$ cat src/rtl/reg_file_scoreboard_if.sv
// Decode/writeback bundle for the register file: read ports, issue request, writeback write,
// and the combinational read data / hazard / error returns.
interface reg_file_scoreboard_if #(
   parameter int DATA_W = 16,
   parameter int ADDR_W = 3
);
   logic [ADDR_W-1:0] read1_reg;
   logic              read1_use;
   logic [ADDR_W-1:0] read2_reg;
   logic              read2_use;
   logic              issue_en;
   logic [ADDR_W-1:0] issue_reg;
   logic              write_en;
   logic [ADDR_W-1:0] write_reg;
   logic [DATA_W-1:0] write_data;
   logic [DATA_W-1:0] read1_data;
   logic [DATA_W-1:0] read2_data;
   logic              stall;
   logic              err;

   modport master (
      output read1_reg, read1_use, read2_reg, read2_use,
             issue_en, issue_reg, write_en, write_reg, write_data,
      input  read1_data, read2_data, stall, err
   );

   modport slave (
      input  read1_reg, read1_use, read2_reg, read2_use,
             issue_en, issue_reg, write_en, write_reg, write_data,
      output read1_data, read2_data, stall, err
   );
endinterface

$ cat src/rtl/reg_file_scoreboard.sv
// Architectural register file with write-to-read bypass and a per-register pending-write
// scoreboard that raises stall on RAW hazards and pulses err on counter over/underflow.
module reg_file_scoreboard #(
   parameter int DATA_W = 16,
   parameter int ADDR_W = 3,
   parameter int PEND_W = 2
) (
   input logic                  clk,
   input logic                  rst,
   reg_file_scoreboard_if.slave bus
);
   localparam int unsigned NREG = 2 ** ADDR_W;
   localparam logic [PEND_W-1:0] PEND_MAX = '1;

   logic [DATA_W-1:0] r_regs [NREG];
   logic [PEND_W-1:0] r_pend [NREG];
   logic              r_err;

   logic              w_ret1;
   logic              w_ret2;
   logic [PEND_W-1:0] w_left1;
   logic [PEND_W-1:0] w_left2;
   logic              w_stall;
   logic              w_iss;
   logic [NREG-1:0]   w_inc;
   logic [NREG-1:0]   w_dec;
   logic [PEND_W-1:0] w_pend_nxt [NREG];
   logic              w_err_nxt;

   // A writeback retiring the last pending write to a source clears its hazard this cycle.
   always_comb begin
      w_ret1  = bus.write_en && (bus.write_reg == bus.read1_reg);
      w_ret2  = bus.write_en && (bus.write_reg == bus.read2_reg);
      w_left1 = r_pend[bus.read1_reg] - PEND_W'(w_ret1);
      w_left2 = r_pend[bus.read2_reg] - PEND_W'(w_ret2);
      w_stall = (bus.read1_use && (w_left1 != '0)) || (bus.read2_use && (w_left2 != '0));
      w_iss   = bus.issue_en && !w_stall;
   end

   always_comb begin
      w_inc = '0;
      w_dec = '0;
      for (int unsigned r = 0; r < NREG; r++) begin
         w_inc[r] = w_iss && (bus.issue_reg == ADDR_W'(r));
         w_dec[r] = bus.write_en && (bus.write_reg == ADDR_W'(r));
      end
   end

   always_comb begin
      w_err_nxt = 1'b0;
      for (int unsigned r = 0; r < NREG; r++) begin
         w_pend_nxt[r] = r_pend[r];
         unique case ({w_inc[r], w_dec[r]})
            2'b10: begin
               if (r_pend[r] == PEND_MAX) w_err_nxt = 1'b1;
               else                       w_pend_nxt[r] = r_pend[r] + 1'b1;
            end
            2'b01: begin
               if (r_pend[r] == '0) w_err_nxt = 1'b1;
               else                 w_pend_nxt[r] = r_pend[r] - 1'b1;
            end
            default: w_pend_nxt[r] = r_pend[r];
         endcase
      end
   end

   always_ff @(posedge clk or posedge rst) begin
      if (rst) begin
         for (int unsigned r = 0; r < NREG; r++) begin
            r_regs[r] <= '0;
            r_pend[r] <= '0;
         end
         r_err <= 1'b0;
      end else begin
         if (bus.write_en) r_regs[bus.write_reg] <= bus.write_data;
         for (int unsigned r = 0; r < NREG; r++) r_pend[r] <= w_pend_nxt[r];
         r_err <= w_err_nxt;
      end
   end

   assign bus.read1_data = w_ret1 ? bus.write_data : r_regs[bus.read1_reg];
   assign bus.read2_data = w_ret2 ? bus.write_data : r_regs[bus.read2_reg];
   assign bus.stall      = w_stall;
   assign bus.err        = r_err;
endmodule

$ cat src/flat_wrapper.sv
// flat-port wrapper written by rule: the top's interface ports become plain ports
module reg_file_scoreboard_flat 
#(
   parameter int DATA_W = 16,
   parameter int ADDR_W = 3,
   parameter int PEND_W = 2
)
  (clk, rst, bus_read1_reg, bus_read1_use, bus_read2_reg, bus_read2_use, bus_issue_en, bus_issue_reg, bus_write_en, bus_write_reg, bus_write_data, bus_read1_data, bus_read2_data, bus_stall, bus_err);
  reg_file_scoreboard_if #(.DATA_W(DATA_W), .ADDR_W(ADDR_W)) bus_i ();
  input logic clk;
  input logic rst;
  input wire logic [$bits(bus_i.read1_reg)-1:0] bus_read1_reg;
  input wire logic [$bits(bus_i.read1_use)-1:0] bus_read1_use;
  input wire logic [$bits(bus_i.read2_reg)-1:0] bus_read2_reg;
  input wire logic [$bits(bus_i.read2_use)-1:0] bus_read2_use;
  input wire logic [$bits(bus_i.issue_en)-1:0] bus_issue_en;
  input wire logic [$bits(bus_i.issue_reg)-1:0] bus_issue_reg;
  input wire logic [$bits(bus_i.write_en)-1:0] bus_write_en;
  input wire logic [$bits(bus_i.write_reg)-1:0] bus_write_reg;
  input wire logic [$bits(bus_i.write_data)-1:0] bus_write_data;
  output wire logic [$bits(bus_i.read1_data)-1:0] bus_read1_data;
  output wire logic [$bits(bus_i.read2_data)-1:0] bus_read2_data;
  output wire logic [$bits(bus_i.stall)-1:0] bus_stall;
  output wire logic [$bits(bus_i.err)-1:0] bus_err;
  assign bus_i.read1_reg = bus_read1_reg;
  assign bus_i.read1_use = bus_read1_use;
  assign bus_i.read2_reg = bus_read2_reg;
  assign bus_i.read2_use = bus_read2_use;
  assign bus_i.issue_en = bus_issue_en;
  assign bus_i.issue_reg = bus_issue_reg;
  assign bus_i.write_en = bus_write_en;
  assign bus_i.write_reg = bus_write_reg;
  assign bus_i.write_data = bus_write_data;
  assign bus_read1_data = bus_i.read1_data;
  assign bus_read2_data = bus_i.read2_data;
  assign bus_stall = bus_i.stall;
  assign bus_err = bus_i.err;
  reg_file_scoreboard #(.DATA_W(DATA_W), .ADDR_W(ADDR_W), .PEND_W(PEND_W)) u_core (.clk(clk), .rst(rst), .bus(bus_i));
endmodule
$ cat config.mk
export PLATFORM = sky130hd
export DESIGN_NAME = reg_file_scoreboard_flat
export DESIGN_NICKNAME = d
export VERILOG_FILES = /design/src/rtl/reg_file_scoreboard_if.sv /design/src/rtl/reg_file_scoreboard.sv /design/src/flat_wrapper.sv
export SDC_FILE = /design/constraint.sdc
export NUM_CORES = 1
export LEC_CHECK = 0
export BUFFER_PORTS_ARGS = -buffer_cell sky130_fd_sc_hd__buf_2
export CAP_MARGIN = 20
export CELL_PAD_IN_SITES_DETAIL_PLACEMENT = 0
export CELL_PAD_IN_SITES_GLOBAL_PLACEMENT = 1
export CORE_AREA = 3 3 145 147
export DETAILED_ROUTE_END_ITERATION = 8
export DIE_AREA = 0 0 148 150
export PLACE_DENSITY = 0.8
export SLEW_MARGIN = 5
export SYNTH_ARGS = -nofsm -noshare
export SYNTH_HDL_FRONTEND = slang
export SYNTH_SLANG_ARGS = --single-unit
$ cat constraint.sdc
create_clock -name clk -period 5.4 [get_ports clk]
set_clock_uncertainty 0.15 [all_clocks]
set_input_delay 0.27 -clock clk [delete_from_list [all_inputs] [get_ports clk]]
set_output_delay 0.27 -clock clk [all_outputs]
set_load 0.05 [all_outputs]
==> results of run 1 <==
-- through the flow --
stage	hold WS, ps	cells	worst slack, ps
after floorplan	307	800	1090
after global placement	319	1092	1770
after detailed placement	332	1092	1650
after CTS	0.333	1122	2060
after global routing	13.7	1122	1790
final	12.3	1122	2020
-- power by group --
part | leakage [nW] | switching [mW] | internal (mW)
Sequential | 1.77 | 0.263 | 1.34
Clock | 0.299 | 0.446 | 0.820
Combinational | 2.36 | 0.685 | 0.553
Total | 4.43 | 1.39 | 2.71
-- Yosys cell counts (all sizes together) --
master  number
o31ai        1
nand2      148
nor3         4
mux4        71
nor4         1
nand3       18
and4b        1
nand2b       8
o21ai        4
mux2i       34
o22ai       11
nor3b       14
inv         15
nor4b        1
clkbuf      32
ha          16
mux2        83
xnor2        6
a31oi        1
and3         8
o211ai       1
nand3b       1
clkinv       3
and2         2
nand4        3
dfrtp      145
buf         30
xor2         2
nor2b        4
nor2        62
a21oi       69
or4          1
-- logic make-up after synthesis --
logic type | count (synthesis)
mux | 188
buf+inv | 80
xor+xnor | 8
simple gates | 276
fa+ha+maj | 16
compound gates | 87
flops | 145
-- flip-flops by register name, indices dropped and copies added (netlist names) --
signal,flops
u_core.r_regs,128
u_core.r_pend,16
u_core.bus.err,1
-- layer usage --
layer / part of all wire, % / up-vias
li1: - / 2948
met1: 44 / 3206
met2: 50 / 187
met3: 4.3 / 24
met4: 1.3 / 0
met5: 0 / -
-- placed cells by master, fill, tap and decap left out, types with 2 or more instances in the layout --
cell,n
a21oi_1,69
and2_1,2
and3_1,8
buf_2,67
buf_4,17
bufinv_16,5
clkbuf_1,3
clkbuf_16,17
clkinv_1,3
clkinv_2,2
dfrtp_1,145
dlygate4sd3_1,2
ha_1,16
inv_1,14
mux2_2,83
mux2i_1,34
mux4_2,70
nand2_1,147
nand2b_1,8
nand3_1,18
nand4_1,3
nor2_1,62
nor2b_1,4
nor3_1,3
nor3b_1,13
o21ai_0,3
o22ai_1,11
xnor2_1,6
xor2_1,2
-- worst max-delay path, stage by stage --
cell     delay, ps
buf_2          600
mux4_2         600
mux2i_1        180
xor2_1         140
o21ai_4        340
nand3_1        140
ha_1           260
nor3b_1        150
a31oi_1        150
o22ai_1        120
or4_1          550
-- timing repair --
action,CTS,global route
resized for setup,0,0
hold buffers,2,0
hold endpoints to repair,94,0
-- final timing paths --
| path | slack [ps] | startpoint | end |
|---|---|---|---|
| worst max-delay path | 2020 | bus_read1_reg[2] | u_core.bus.err |
| worst min-delay path | 10 | bus_write_data[15] | u_core.r_regs[47] |
| worst max register to register | 2080 | u_core.r_pend[1] | u_core.bus.err |
| worst min register to register | 340 | u_core.r_regs[65] | u_core.r_regs[65] |
| max in group asynchronous | 3440 | rst | u_core.r_pend[10] |
| min in group asynchronous | 430 | rst | u_core.r_regs[72] |
-- final cells by class --
cell class                      count  share of cell area (%)
Multi-Input combinational cell    575                    48.5
Inverter                           18                   0.728
Clock buffer                       21                    4.52
Tap cell                          270                    3.39
Timing Repair Buffer               86                    4.84
Clock inverter                      7                    1.61
Sequential cell                   145                    36.4
==> impl_metrics.env, run 1 <==
export IMPL_status="completed"
export IMPL_yosysTopAreaCell="dfrtp_1"
export IMPL_grtUsageTotal_pct=21.2
export IMPL_max_cap_viol_count=0
export IMPL_layout_drive_gt1_share_pct=31.5
export IMPL_grt_pass1_vias=6325
export IMPL_clock_tree_root_cell="clkbuf_16"
export IMPL_clk_pin_slew_ps=60
export IMPL_wire_per_inst_microns=20.4
export IMPL_syn_area_sq_um=8820
export IMPL_power_mw=4.11
export IMPL_hold_viol=0
export IMPL_cp_start_kind="input pin"
export IMPL_synth_seq_cells=145
export IMPL_synth_simple_area_share_pct=13.8
export IMPL_rr_worst_depth=10
export IMPL_drt_first_pass_iters=7
export IMPL_die_y_microns=150
export IMPL_cp_end_kind="flop"
export IMPL_arrival_ps=3510
export IMPL_synth_xor_area_share_pct=0.794
export IMPL_grt_util_met3_pct=3.30
export IMPL_htreeDepth=4
export IMPL_fmax_ghz=0.296
export IMPL_hold_depth=3
export IMPL_hpwlAfterDp_mm=14.4
export IMPL_drc=0
export IMPL_required_ps=5530
export IMPL_vias_per_cell=5.67
export IMPL_placementRows=52
export IMPL_fin_nets=893
export IMPL_synth_top_area_share_pct=41.1
export IMPL_numCtsBuffers=17
export IMPL_cts_setup_buffers=0
export IMPL_hold_path_class="input pin to flop"
export IMPL_setup_viol=0
export IMPL_cts_tree="yes"
export IMPL_synthCells=800
export IMPL_placed_area_sq_um=9340
export IMPL_final_fill_count=1855
export IMPL_maxSlewHeadroom_pct=29.5
export IMPL_period_needed_ps=3380
export IMPL_period_share_pct=62.5
export IMPL_cts_max_path_buffers=2
export IMPL_design_area_sq_um=9970
export IMPL_synth_seq_area_share_pct=41.1
export IMPL_port_buffers=67
export IMPL_crit_type="input pin to flop"
export IMPL_core_area_sq_um=20000
export IMPL_synthAdderAreaFrac_pct=2.27
export IMPL_antenna_found_initial=0
export IMPL_clk_latency_ps=420
export IMPL_yosysWarnings=0
export IMPL_rsz0062_at_grt="false"
export IMPL_synthMuxAreaShare_pct=32.6
export IMPL_initial_utilization_pct=44.0
export IMPL_drt_wl_total_mm=22.9
export IMPL_seqCellArea_sq_um=3630
export IMPL_power_density_nw_per_um2=412
export IMPL_p_leak_nw=4.43
export IMPL_vdd_drop_max_v=0.000152
export IMPL_synth_top_family_by_area="multiplexers"
export IMPL_drtAntennaViolNets=0
export IMPL_synth_cell_types=38
export IMPL_grt_use_met2_pct=35.7
export IMPL_multi_input_area_sq_um=4840
export IMPL_io_pins=68
export IMPL_grt_pass1_wl_mm=36.0
export IMPL_report_final_slew_viol_count=0
export IMPL_syn_to_final_growth_pct=13.0
export IMPL_tightest_slew_ps=1050
export IMPL_die_area_sq_um=22200
export IMPL_die_x_microns=148
export IMPL_clock_sinks=145
export IMPL_grt_remaining_overflow=0
export IMPL_gp_congestion=0.808
export IMPL_tns_ps=0
export IMPL_syn_num_nets=850
export IMPL_grt_busiest_layer="met2"
export IMPL_synthTopCellsByArea="dfrtp_1 41%, mux4_2 18%, mux2_2 11%, nand2_1 6.3%, a21oi_1 3.9%"
export IMPL_dr_total_vias=6365
export IMPL_insertedDiodeCount=0
export IMPL_grt_use_met1_pct=29.3
export IMPL_syn_area_per_cell_sq_um=11.0
export IMPL_grt_max_degree=93
export IMPL_drt_initial_drc_count=492
export IMPL_fin_util_pct=49.8
export IMPL_crit_fanout=21
export IMPL_synth_compound_area_share_pct=5.29
(Power assumes the default switching activity.)
==> run 2: changes to the inputs <==
--- a/config.mk
+++ b/config.mk
@@ -9,10 +9,10 @@
 export CAP_MARGIN = 20
 export CELL_PAD_IN_SITES_DETAIL_PLACEMENT = 0
 export CELL_PAD_IN_SITES_GLOBAL_PLACEMENT = 1
-export CORE_AREA = 3 3 145 147
+export CORE_AREA = 3 3 146 148
 export DETAILED_ROUTE_END_ITERATION = 8
-export DIE_AREA = 0 0 148 150
-export PLACE_DENSITY = 0.8
+export DIE_AREA = 0 0 149 151
+export PLACE_DENSITY = 0.82
 export SLEW_MARGIN = 5
 export SYNTH_ARGS = -nofsm -noshare
 export SYNTH_HDL_FRONTEND = slang
==> constraint.sdc (replaced) <==
create_clock -name clk -period 3.1 [get_ports clk]
set_clock_uncertainty 0.15 [all_clocks]
set_input_delay 0.155 -clock clk [delete_from_list [all_inputs] [get_ports clk]]
set_output_delay 0.155 -clock clk [all_outputs]
set_load 0.05 [all_outputs]
==> run 2 against run 1 <==
  * Die area grew 1.3%
  * Sequential power is 67% higher
  * Non-clock buffer count increased by 60
  * Core utilization is 3.2 points higher
  * Hold slack improved by 170 ps
  * Count of clock-buffer cells in the layout is 2 lower
  * Clock power is 75% higher
  * Via count rose by 4.1%
  * Register-to-register slack got worse by 2000 ps
  * Cell area rose by 7.1%
  * First-iteration DRC count fell by 2.0%
==> impl_metrics.env, run 2 (synthesized netlist as in run 1, its figures left out) <==
export IMPL_antenna_found_initial=0
export IMPL_crit_chain="mux4_2, mux2i_1, xor2_1, o21ai_4, buf_6, nand3_4, ha_4, nor3b_2, a21oi_2, o22ai_2, or4_1"
export IMPL_slowest_stage="or4_1"
export IMPL_tns_ps=0
export IMPL_placementRows=52
export IMPL_initial_utilization_pct=43.7
export IMPL_die_x_microns=149
export IMPL_fin_nets=953
export IMPL_rr_worst_depth=11
export IMPL_max_cap_viol_count=0
export IMPL_grt_pass1_wl_mm=37.6
export IMPL_timing_rr_start="u_core.r_pend[10]"
export IMPL_dp_cells=1130
export IMPL_clk_latency_ps=420
export IMPL_dr_total_vias=6625
export IMPL_r2r_end="u_core.bus.err"
export IMPL_io_pins=68
export IMPL_cts_max_path_buffers=2
export IMPL_multi_input_area_sq_um=5000
export IMPL_mostFrequentLayoutCells="147 x nand2_1, 145 x dfrtp_1, 83 x mux2_2"
export IMPL_cp_start_kind="flop"
export IMPL_clock_tree_root_cell="clkbuf_16"
export IMPL_die_area_sq_um=22500
export IMPL_crit_path_end="u_core.bus.err"
export IMPL_vias_per_cell=5.59
export IMPL_regMostFlops="u_core.r_regs"
export IMPL_clk_pin_slew_ps=60
export IMPL_drt_initial_drc_count=482
export IMPL_numCtsBuffers=17
export IMPL_wire_per_inst_microns=20.1
export IMPL_power_density_nw_per_um2=698
export IMPL_arrival_ps=3160
export IMPL_rsz0062_at_grt="true"
export IMPL_cp_slowest_stage_delay_ps=510
export IMPL_crit_fanout=6
export IMPL_hold_viol=0
export IMPL_report_final_slew_viol_count=0
export IMPL_htreeDepth=4
export IMPL_p_leak_nw=4.74
export IMPL_worst_hold_startpoint="bus_write_en"
export IMPL_period_share_pct=97.3
export IMPL_core_area_sq_um=20200
export IMPL_crit_start="u_core.r_pend[10]"
export IMPL_r2r_slack_ps=80
export IMPL_maxSlewHeadroom_pct=57.4
export IMPL_seqCellArea_sq_um=3630
export IMPL_grt_remaining_overflow=0
export IMPL_vdd_drop_max_v=0.000391
export IMPL_design_area_sq_um=10700
export IMPL_largest_reg_flops=128
export IMPL_die_y_microns=151
export IMPL_drt_wl_total_mm=23.8
export IMPL_fin_cells=1185
export IMPL_syn_to_final_growth_pct=21.1
export IMPL_setup_viol=0
export IMPL_insertedDiodeCount=0
export IMPL_clock_sinks=145
export IMPL_layout_drive_gt1_share_pct=37.7
export IMPL_required_ps=3250
export IMPL_final_fill_count=1772
export IMPL_hold_path_class="input pin to flop"
export IMPL_tightest_slew_ps=638
export IMPL_fmax_ghz=0.332
export IMPL_gp_congestion=0.832
export IMPL_cp_end_kind="flop"
export IMPL_placed_area_sq_um=9640
export IMPL_period_needed_ps=3020
export IMPL_cts_tree="yes"
export IMPL_grt_max_degree=97
export IMPL_grtUsageTotal_pct=22.0
export IMPL_layout_commonest_cell="nand2_1"
export IMPL_status="completed"
export IMPL_drt_first_pass_iters=5
export IMPL_drc=0
export IMPL_drtAntennaViolNets=0
export IMPL_crit_type="flop to flop"
export IMPL_grt_pass1_vias=6596
export IMPL_port_buffers=67
export IMPL_hpwlAfterDp_mm=15.1
run 2: worst max-delay path: cells and delay by family (launching register included):
family	cells	cell delay, ps
buffers and inverters	1	160
AND/OR/NAND/NOR	3	740
flip-flops	1	420
adder cells (fa/ha/maj)	1	180
XOR/XNOR	1	130
AO/OA/AOI/OAI	3	450
multiplexers	2	670
run 2: how the worst min path moves through the flow:
stage                             end  slack [ps]  cells after the start
global placement     u_core.r_pend[7]         230                      3
finish              u_core.r_regs[76]         180                      5
floorplan           u_core.r_regs[64]         310                      2
CTS                 u_core.r_regs[76]         170                      5
detailed placement  u_core.r_pend[10]         230                      3
global route        u_core.r_regs[76]         210                      5
run 2: power by group:
group / internal, mW / switching [mW]
combinational: 1.16 / 1.41
clock: 1.39 / 0.826
sequential: 2.34 / 0.331
run 2: cell type report:
| type | count | area share, % |
|---|---|---|
| clock buffers | 19 | 4.24 |
| clock inverters | 12 | 1.71 |
| inverters | 18 | 0.668 |
| multi-input cells | 575 | 46.8 |
| flip-flops and latches | 145 | 34.0 |
| well taps | 270 | 3.16 |
| repair buffers | 146 | 9.45 |
run 2: per-layer routing:
layer	vias up	part of all wire (%)	GRT usage, %
met5	-	0	0
met4	0	2.1	7.05
met3	41	4.5	3.74
met2	162	50	37.0
met1	3356	43	29.2
li1	3066	-	-
run 2: repair_timing:
| item | in CTS | in global routing |
|---|---|---|
| setup buffers | 5 | 2 |
| hold buffers | 17 | 0 |
| pin swaps | 2 | 22 |
| endpoints found under the setup margin | 1 | 1 |
| gates resized for setup | 2 | 38 |
| hold endpoints to repair | 268 | 0 |
run 2: stage by stage:
step	setup slack [ps]	hold slack, ps	utilization (%)	power, mW
after floorplan	171	307	-	4.45
final	84.2	178	53.0	7.45
after detailed placement	-60.2	235	47.8	5.14
after global routing	-44.4	206	53.0	7.81
after global placement	-12.5	234	47.8	5.07
after CTS	6.13	166	52.0	7.42
==> run 3: changes to the inputs <==
--- a/config.mk
+++ b/config.mk
@@ -5,14 +5,16 @@
 export SDC_FILE = /design/constraint.sdc
 export NUM_CORES = 1
 export LEC_CHECK = 0
+export ABC_AREA = 1
 export BUFFER_PORTS_ARGS = -buffer_cell sky130_fd_sc_hd__buf_2
 export CAP_MARGIN = 20
 export CELL_PAD_IN_SITES_DETAIL_PLACEMENT = 0
 export CELL_PAD_IN_SITES_GLOBAL_PLACEMENT = 1
-export CORE_AREA = 3 3 146 148
+export CORE_AREA = 3 3 152 154
+export CTS_BUF_LIST = sky130_fd_sc_hd__clkbuf_4
 export DETAILED_ROUTE_END_ITERATION = 8
-export DIE_AREA = 0 0 149 151
-export PLACE_DENSITY = 0.82
+export DIE_AREA = 0 0 155 157
+export PLACE_DENSITY = 0.84
 export SLEW_MARGIN = 5
 export SYNTH_ARGS = -nofsm -noshare
 export SYNTH_HDL_FRONTEND = slang
==> run 3 against run 2 <==
  * Sequential power is essentially flat
  * Wire length rose by 14%
  * Register-to-register slack better by 560 ps
  * Total power decreased by 21%
  * Worst setup slack improved by 470 ps
  * First-iteration DRC count grew 59%
  * Sequential share of layout area grew 2.4 points
  * Hold slack got worse by 87 ps
  * Global-route usage up 0.43 points
  * Cell area is 6.7% lower
  * Critical path depth is 4 lower
  * Area after synthesis rose by 1.6%
==> impl_metrics.env, run 3 <==
export IMPL_numCtsBuffers=17
export IMPL_seqPwrFrac_pct=45.4
export IMPL_grtUsageTotal_pct=22.4
export IMPL_grt_remaining_overflow=0
export IMPL_placed_area_sq_um=9470
export IMPL_cp_slowest_stage_delay_ps=830
export IMPL_yosysWarnings=0
export IMPL_fin_nets=1344
export IMPL_pwr_share_comb_pct=31.1
export IMPL_synth_edf_count=0
export IMPL_syn_to_final_growth_pct=11.3
export IMPL_power_density_nw_per_um2=590
export IMPL_synth_xor_area_share_pct=0.586
export IMPL_drtAntennaViolNets=0
export IMPL_antenna_found_initial=1
export IMPL_maxSlewHeadroom_pct=34.8
export IMPL_rsz0062_at_grt="false"
export IMPL_synthAdderAreaFrac_pct=2.23
export IMPL_hold_path_class="input pin to flop"
export IMPL_placementRows=54
export IMPL_htreeDepth=4
export IMPL_clock_sinks=145
export IMPL_crit_chain="buf_4, buf_4, o21ai_0, o21ai_0, o211ai_1, o21ai_0, buf_2"
export IMPL_wire_per_inst_microns=17.1
export IMPL_synth_most_common_cell="o21ai_0"
export IMPL_p_clk_share_pct=23.5
export IMPL_syn_num_nets=1302
export IMPL_yosysTopAreaCell="dfrtp_1"
export IMPL_fmax_ghz=0.393
export IMPL_period_share_pct=82.2
export IMPL_drc=0
export IMPL_setup_viol=0
export IMPL_synth_simple_area_share_pct=20.6
export IMPL_synth_top_area_share_pct=40.5
export IMPL_clk_latency_ps=540
export IMPL_grt_pass1_vias=7884
export IMPL_vdd_drop_max_v=0.000308
export IMPL_cp_end_kind="output pin"
export IMPL_largest_reg_flops=128
export IMPL_core_area_sq_um=21800
export IMPL_drt_wl_total_mm=27.1
export IMPL_cts_resized=0
export IMPL_fin_util_pct=45.7
export IMPL_report_final_slew_viol_count=0
export IMPL_syn_area_per_cell_sq_um=7.16
export IMPL_clock_tree_root_cell="clkbuf_4"
export IMPL_swShare_pct=39.6
export IMPL_synthMuxAreaShare_pct=0.223
export IMPL_synth_seq_area_share_pct=40.5
export IMPL_gp_congestion=0.883
export IMPL_synth_compound_area_share_pct=25.3
export IMPL_tns_ps=0
export IMPL_grt_pass1_wl_mm=43.1
export IMPL_design_area_sq_um=9970
export IMPL_slowest_stage="buf_4"
export IMPL_async_flop_share_pct=100
export IMPL_die_y_microns=157
export IMPL_initial_utilization_pct=41.1
export IMPL_clk_pin_slew_ps=130
export IMPL_period_needed_ps=2550
export IMPL_p_leak_nw=4.61
export IMPL_synth_cell_types=29
export IMPL_drt_first_pass_iters=5
export IMPL_p_int_mw=3.55
export IMPL_synthCells=1252
export IMPL_power_mw=5.88
export IMPL_synth_top_cells_by_count="267 x o21ai_0, 261 x nand2_1, 145 x dfrtp_1"
export IMPL_max_cap_viol_count=0
export IMPL_synth_flop_cell="dfrtp_1"
export IMPL_layout_drive_gt1_share_pct=10.9
export IMPL_die_x_microns=155
export IMPL_drt_initial_drc_count=764
export IMPL_die_area_sq_um=24300
export IMPL_io_pins=68
export IMPL_synth_top_family_by_area="compound AO/OA/AOI/OAI gates"
export IMPL_netSwitchingPower_mw=2.33
export IMPL_crit_type="input pin to output pin"
export IMPL_synth_seq_cells=145
export IMPL_mostFrequentLayoutCells="267 x o21ai_0, 261 x nand2_1, 145 x dfrtp_1"
export IMPL_required_ps=2790
export IMPL_regMostFlops="u_core.r_regs"
export IMPL_tightest_slew_ps=977
export IMPL_vias_per_cell=5.42
export IMPL_crit_fanout=102
export IMPL_cts_max_path_buffers=2
export IMPL_layout_commonest_cell="o21ai_0"
export IMPL_status="completed"
export IMPL_syn_area_sq_um=8960
export IMPL_cp_start_kind="input pin"
export IMPL_hold_viol=0
export IMPL_grt_max_degree=103
export IMPL_port_buffers=67
export IMPL_dp_slack_ps=480
export IMPL_crit_top_cell="o21ai_0"
export IMPL_synthTopCellsByArea="dfrtp_1 40%, o21ai_0 15%, nand2_1 11%, nand3_1 5.9%, inv_1 5.7%"
export IMPL_cts_tree="yes"
export IMPL_setup_slack_ps=553
export IMPL_dr_total_vias=8605
export IMPL_hpwlAfterDp_mm=17.7
export IMPL_arrival_ps=2240
[run 3: changes by cell type in the layout (fill, tap and decap cells not counted), sizes merged, moves of 71 or more]
cell / before / now
inv: 15 / 143
mux4: 71 / 0
nand2: 148 / 263
mux2: 83 / 0
o21ai: 4 / 269
nand3: 18 / 108
[run 3: kinds of logic after synthesis]
group                      Yosys count
AOI/OAI and AO/OA                  419
xor gates and xnor gates             6
adders and majority gates           16
buffers and inverters              229
DFF                                145
muxes                                2
and+or+nand+nor                    435
[run 3: power groups by stage]
stage	Clock, mW	Sequential (mW)	Combinational (mW)
detailed placement	0	2.70	1.81
CTS	1.42	2.67	1.84
global placement	0	2.70	1.78
global route	1.50	2.73	2.07
floorplan	0	2.59	1.43
finish	1.38	2.67	1.83
[run 3: layer usage]
layer / GRT usage (%) / part of all wire [%]
met1: 30.8 / 46
met2: 35.7 / 45
met3: 5.20 / 6.7
met4: 6.14 / 2.0
met5: 0 / 0
[run 3: what timing repair did]
| action | 4_1_cts | 5_1_grt |
|---|---|---|
| hold endpoints to repair | 179 | 0 |
| hold buffers | 17 | 0 |
| setup buffers | 0 | 0 |
[run 3: critical path: cells and delay by family]
family	cells	cell delay (ps)
buf+inv	3	1440
compound gates	4	640
[run 3: path summary, 6_finish.rpt]
check                                endpoint  slack [ps]          startpoint  cells after the start
setup / recovery            bus_read2_data[0]         550    bus_read2_reg[0]                      7
hold / removal              u_core.r_pend[15]          90    bus_issue_reg[0]                      6
setup reg to reg               u_core.bus.err         640    u_core.r_pend[5]                     17
hold reg to reg            u_core.r_regs[112]         370  u_core.r_regs[112]                      2
max in group asynchronous   u_core.r_regs[93]        1940                 rst                      4
min in group asynchronous  u_core.r_regs[101]         100                 rst                      3
[run 3: through the flow]
step                instances  hold WS, ps
global placement         1538          147
CTS                      1587         41.8
detailed placement       1538          149
finish                   1589         90.9
global route             1589         90.8
floorplan                1252          126
[run 3: area by class of cell]
type | count | area, sq um
Multi-Input combinational cell | 878 | 4400
Inverter | 144 | 544
Timing Repair Buffer | 108 | 716
Antenna cell | 2 | 5.00
Clock inverter | 14 | 190
Clock buffer | 18 | 135
Fill cell | 2211 | 11900
Sequential cell | 145 | 3630
Tap cell | 280 | 350
